[src/rtl/sine_rom_pkg.sv]
// Shared types and defaults for the sine ROM arbiter slice.
// Holds address/data defaults, index width helper and in-flight tag.
package sine_rom_pkg;

   localparam int SR_ADDR_W = 8;
   localparam int SR_DATA_W = 16;
   localparam int STATS_W   = 16;
   localparam int TAG_IDX_W = 3;

   typedef struct packed {
      logic                 valid;
      logic [TAG_IDX_W-1:0] idx;
   } tag_t;

   function automatic int idx_w(input int n);
      return (n > 1) ? $clog2(n) : 1;
   endfunction

endpackage

[src/rtl/rr_arbiter.sv]
// NREQ-wide round-robin grant with registered priority pointer.
// Grant is combinational and forced low while rst_n is asserted.
module rr_arbiter
   import sine_rom_pkg::*;
#(
   parameter  int NREQ = 2,
   localparam int IW   = idx_w(NREQ)
) (
   input  logic            clk,
   input  logic            rst_n,
   input  logic [NREQ-1:0] req,
   output logic [NREQ-1:0] gnt,
   output logic [IW-1:0]   gnt_idx
);

   logic [IW-1:0]   r_ptr;
   logic [NREQ-1:0] w_rot;
   logic            w_hit;
   int              w_k;

   always_comb begin
      w_rot = NREQ'({req, req} >> r_ptr);
      w_hit = 1'b0;
      w_k   = 0;
      for (int o = 0; o < NREQ; o++) begin
         if (!w_hit && w_rot[o]) begin
            w_hit = 1'b1;
            w_k   = int'(r_ptr) + o;
            if (w_k >= NREQ) w_k = w_k - NREQ;
         end
      end
      if (!rst_n) w_hit = 1'b0;
      for (int j = 0; j < NREQ; j++) begin
         gnt[j] = w_hit && (w_k == j);
      end
      gnt_idx = w_hit ? IW'(w_k) : '0;
   end

   always_ff @(posedge clk or negedge rst_n) begin
      if (!rst_n) begin
         r_ptr <= '0;
      end else if (w_hit) begin
         r_ptr <= (w_k + 1 >= NREQ) ? '0 : IW'(w_k + 1);
      end
   end

endmodule

[src/rtl/sine_rom_arb.sv]
// Shares one synchronous sine ROM read port between NREQ requesters.
// Define SINE_ROM_ARB_STATS_EN for per-requester grant counters.
module sine_rom_arb
   import sine_rom_pkg::*;
#(
   parameter int NREQ       = 2,
   parameter int ADDR_WIDTH = SR_ADDR_W,
   parameter int DATA_WIDTH = SR_DATA_W,
   parameter int ROM_LAT    = 1
) (
   input  logic                       clk0,
   input  logic                       rst0_n,
   input  logic [NREQ-1:0]            req,
   input  logic [NREQ*ADDR_WIDTH-1:0] req_addr,
   output logic [NREQ-1:0]            gnt,
   output logic [NREQ-1:0]            rsp_valid,
   output logic [DATA_WIDTH-1:0]      rsp_data,
   output logic                       rom_cs0,
   output logic [ADDR_WIDTH-1:0]      rom_addr0,
   input  logic [DATA_WIDTH-1:0]      rom_dout0
`ifdef SINE_ROM_ARB_STATS_EN
   ,
   input  logic                       stats_clr,
   output logic [NREQ*STATS_W-1:0]    grant_cnt
`endif
);

   localparam int IW = idx_w(NREQ);

   logic [NREQ-1:0]       w_gnt;
   logic [IW-1:0]         w_gidx;
   logic [ADDR_WIDTH-1:0] w_addr;
   tag_t                  w_tag_in;
   tag_t                  w_tag_out;
   tag_t                  r_tag [ROM_LAT];
   logic [NREQ-1:0]       r_rsp_valid;
   logic [DATA_WIDTH-1:0] r_rsp_data;

   rr_arbiter #(
      .NREQ    (NREQ)
   ) u_arb (
      .clk     (clk0),
      .rst_n   (rst0_n),
      .req     (req),
      .gnt     (w_gnt),
      .gnt_idx (w_gidx)
   );

   always_comb begin
      w_addr = '0;
      for (int j = 0; j < NREQ; j++) begin
         if (w_gnt[j]) w_addr = req_addr[j*ADDR_WIDTH +: ADDR_WIDTH];
      end
   end

   assign gnt       = w_gnt;
   assign rom_cs0   = |w_gnt;
   assign rom_addr0 = w_addr;

   assign w_tag_in.valid = |w_gnt;
   assign w_tag_in.idx   = TAG_IDX_W'(w_gidx);
   assign w_tag_out      = r_tag[ROM_LAT-1];

   // Tag slot ROM_LAT-1 lines up with the edge where dout0 is valid
   always_ff @(posedge clk0 or negedge rst0_n) begin
      if (!rst0_n) begin
         for (int i = 0; i < ROM_LAT; i++) r_tag[i] <= '0;
      end else begin
         r_tag[0] <= w_tag_in;
         for (int i = 1; i < ROM_LAT; i++) r_tag[i] <= r_tag[i-1];
      end
   end

   always_ff @(posedge clk0 or negedge rst0_n) begin
      if (!rst0_n) begin
         r_rsp_valid <= '0;
         r_rsp_data  <= '0;
      end else begin
         for (int j = 0; j < NREQ; j++) begin
            r_rsp_valid[j] <= w_tag_out.valid &&
                              (int'(w_tag_out.idx) == j);
         end
         if (w_tag_out.valid) r_rsp_data <= rom_dout0;
      end
   end

   assign rsp_valid = r_rsp_valid;
   assign rsp_data  = r_rsp_data;

`ifdef SINE_ROM_ARB_STATS_EN
   logic [STATS_W-1:0] r_cnt [NREQ];

   always_ff @(posedge clk0 or negedge rst0_n) begin
      if (!rst0_n) begin
         for (int i = 0; i < NREQ; i++) r_cnt[i] <= '0;
      end else begin
         for (int i = 0; i < NREQ; i++) begin
            if (stats_clr) begin
               r_cnt[i] <= '0;
            end else if (w_gnt[i] && (r_cnt[i] != '1)) begin
               r_cnt[i] <= r_cnt[i] + 1'b1;
            end
         end
      end
   end

   always_comb begin
      grant_cnt = '0;
      for (int i = 0; i < NREQ; i++) begin
         grant_cnt[i*STATS_W +: STATS_W] = r_cnt[i];
      end
   end
`endif

endmodule
[config.mk]
export PLATFORM = sky130hd
export DESIGN_NAME = sine_rom_arb
export DESIGN_NICKNAME = d
export VERILOG_FILES = /design/src/rtl/sine_rom_pkg.sv /design/src/rtl/rr_arbiter.sv /design/src/rtl/sine_rom_arb.sv
export SDC_FILE = /design/constraint.sdc
export NUM_CORES = 1
export LEC_CHECK = 0
export CORE_MARGIN = 4
export CORE_UTILIZATION = 35
export CTS_CLUSTER_DIAMETER = 120
export DETAILED_ROUTE_END_ITERATION = 10
export PLACE_DENSITY = 0.75
export RECOVER_POWER = 25
export SYNTH_ARGS = -nofsm -noshare
export SYNTH_HDL_FRONTEND = slang
export SYNTH_SLANG_ARGS = --single-unit
[constraint.sdc]
create_clock -name clk0 -period 1.25 [get_ports clk0]
set_input_delay 0.125 -clock clk0 [delete_from_list [all_inputs] [get_ports clk0]]
set_output_delay 0.125 -clock clk0 [all_outputs]
set_load 0.01 [all_outputs]
==> results.cfg <==
[die]
die_w_um = 60.4
die_area_um2 = 3650
pin_count = 65
rows = 18
die_y_um = 60.4
start_util_pct = 37.8
core_um2 = 2540

[grt]
antenna_found_initial = 0
grt_pass1_vias = 964
gr-total-overflow = 0
grt_first_pass_wirelength_um = 4130
grt_max_degree = 17
grt_usage_pct = 15.7

[setup_path]
path_delay_family = flip-flops
cp_max_fo = 5
critical_path_class = register to primary output
end_kind = primary output
crit_path_max_incr_delay_ns = 0.42
crit_path_cell_trace = buf_6 -> nand2_8 -> nand2_8 -> o22ai_2 -> buf_2
path_buf_inv = 2
cpMostUsedCell = nand2_8
worstSetupStartpointType = register
worstPathRequired_ns = 1.12
crit_slowest_cell = dfrtp_1
cp_data_arrival_time_ns = 1.30

[yosys]
synth_edf_count = 0
synth.distinct_cells = 15
syn-cell-area_um2 = 962
ys_top_cells_by_count = 21 x dfrtp_1, 18 x nand2_1, 8 x mux2_2, 8 x mux2_4, 8 x o22ai_1
synth_top_area_cell = dfrtp_1
synth_ff_type = dfrtp_1
yosysMostFrequentCell = dfrtp_1
synth-seq-cells = 21
ys_warn_count = 0
syn-num-nets = 115
syn_avg_cell_area_um2 = 12.2
seq_area_frac_synth_pct = 54.6
ys_top_cells_by_area = dfrtp_1 55%, mux2_4 12%, mux2_2 9.4%
synth_top_area_share_pct = 54.6
ys_async_sr_fraction_pct = 100
syn-instance-count = 79

[route]
first_pass_iters = 4
drtIter0Drc = 15
via_per_inst = 4.79
drc = 0
routed_wl_um = 2740
drtAntennaViolNets = 0
wl_per_cell_um = 14.8
vias = 886

[placement]
dp_cells = 178
preCtsSetupSlack_ns = -0.560
place_congestion = 0.818
dp_hpwl_um = 2150
port_buffers = 64

[timing]
setup_ws_ns = -0.174
max_freq_mhz = 702
slew_headroom_pct = 44.2
period_share_pct = 114
fin_crit_ns = 1.42
finalSetupTns_ns = -1.35
holdWs_ns = 0.229
setup_viol = 10
clock_skew_ns = 0.00418
tightest_slew_ns = 0.838
report.final.slew_viol_count = 0
rsz0062_at_grt = yes
hold_viol_final = 0

[power]
p_leak_nw = 0.807
power_density_nw_per_um2 = 991
vdd_ir_drop_max_mv = 0.837
p_total_mw = 1.71

[cts]
clock_latency_ns = 0.30
clk_path_buf_depth = 2
htreeDepth = 1
cts_root_buf = clkbuf_4
cts_tree = yes
cts.sinks = 21
clk_pin_slew_worst_paths_ns = 0.11
numCtsBuffers = 3
holdBufCountCts = 0

[job]
maxCapViolations = 0

[min_path]
min_path_type = input port to asynchronous set/reset pin

[status]
status = complete, but fails checks
violations = setup timing

[layout]
drive_above_1_share_pct = 34.8
num_antenna_cells = 0
layoutNonFillerInstCount = 185
area_growth_pct = 79.8
layout.nets = 192
## power by group
| group | total (mW) | internal, mW | switching (mW) |
|---|---|---|---|
| sequential | 0.799 | 0.761 | 0.0376 |
| combinational | 0.604 | 0.350 | 0.255 |
| clock | 0.312 | 0.119 | 0.192 |
## registers in the layout, indices dropped and copies added, names as in the netlist
| name | count |
|---|---|
| rsp_data | 16 |
| r_tag | 2 |
| rsp_valid | 2 |
| u_arb.r_ptr | 1 |
## area by class of cell
type                            instances  area (um^2)
Clock buffer                            3         22.5
Clock inverter                          1         5.00
Fill cell                             207          815
Inverter                                2         7.51
Multi-Input combinational cell         52          478
Sequential cell                        21          526
Tap cell                               30         37.5
Timing Repair Buffer                   76          654
## per-layer routing
metal  track usage (%)  vias up  wire, um
met5                 0        -         0
met4              10.2        0        82
met3              4.89        6       325
met2              27.9       56      1330
met1              15.7      403       999
li1                  -      421         -
## path summary, 6_finish.rpt
check                                   startpoint                        to  slack, ns  cells past startpoint
setup / recovery           u_arb.r_ptr$_DFFE_PN0P_              rom_addr0[5]      -0.17                      5
hold / removal                              rst0_n   rsp_data[2]$_DFFE_PN0P_       0.23                      2
setup reg to reg                r_tag[3]$_DFF_PN0_   rsp_data[1]$_DFFE_PN0P_       0.22                      2
hold reg to reg                 r_tag[0]$_DFF_PN0_    rsp_valid[0]$_DFF_PN0_       0.42                      1
max in group asynchronous                   rst0_n  rsp_data[15]$_DFFE_PN0P_       0.50                      2
min in group clk0                           rst0_n        r_tag[0]$_DFF_PN0_       0.33                      3
## timing repair
item	4_1_cts	5_1_grt
endpoints found under the setup margin	29	11
resized for setup	80	6
setup buffers	3	0
pin swaps	10	0
gates cloned	1	0
## layout by cell type (no fill, tap or decap)
cell,count
nor2_1,2
dlygate4sd2_1,21
inv_1,1
inv_2,1
buf_6,3
and2_1,1
clkinv_2,1
nor2b_1,1
clkbuf_2,1
o22ai_1,1
o22ai_2,7
clkdlybuf4s50_1,32
dfrtp_1,21
clkbuf_1,3
nor2_4,2
a21oi_1,1
buf_2,8
clkbuf_4,3
mux2_2,8
nand2_8,2
o21ai_2,1
a31oi_1,1
buf_4,8
nand2_4,1
mux2_4,8
nand2_1,16
## logic make-up (layout without fill, tap and decap cells)
group,Yosys count,count (layout),share of synthesized area (%)
buf+inv,7,82,6.37
compound gates,11,11,7.28
mux,16,16,21.8
flops,21,21,54.6
simple gates,24,25,9.88
## per-stage QoR
step                      utilization, %  area (um^2)
after floorplan                        -          962
after global placement              65.3         1660
after detailed placement            65.3         1660
after CTS                           67.4         1720
after global routing                68.0         1730
final                               68.0         1730
(Power assumes the default switching activity.)
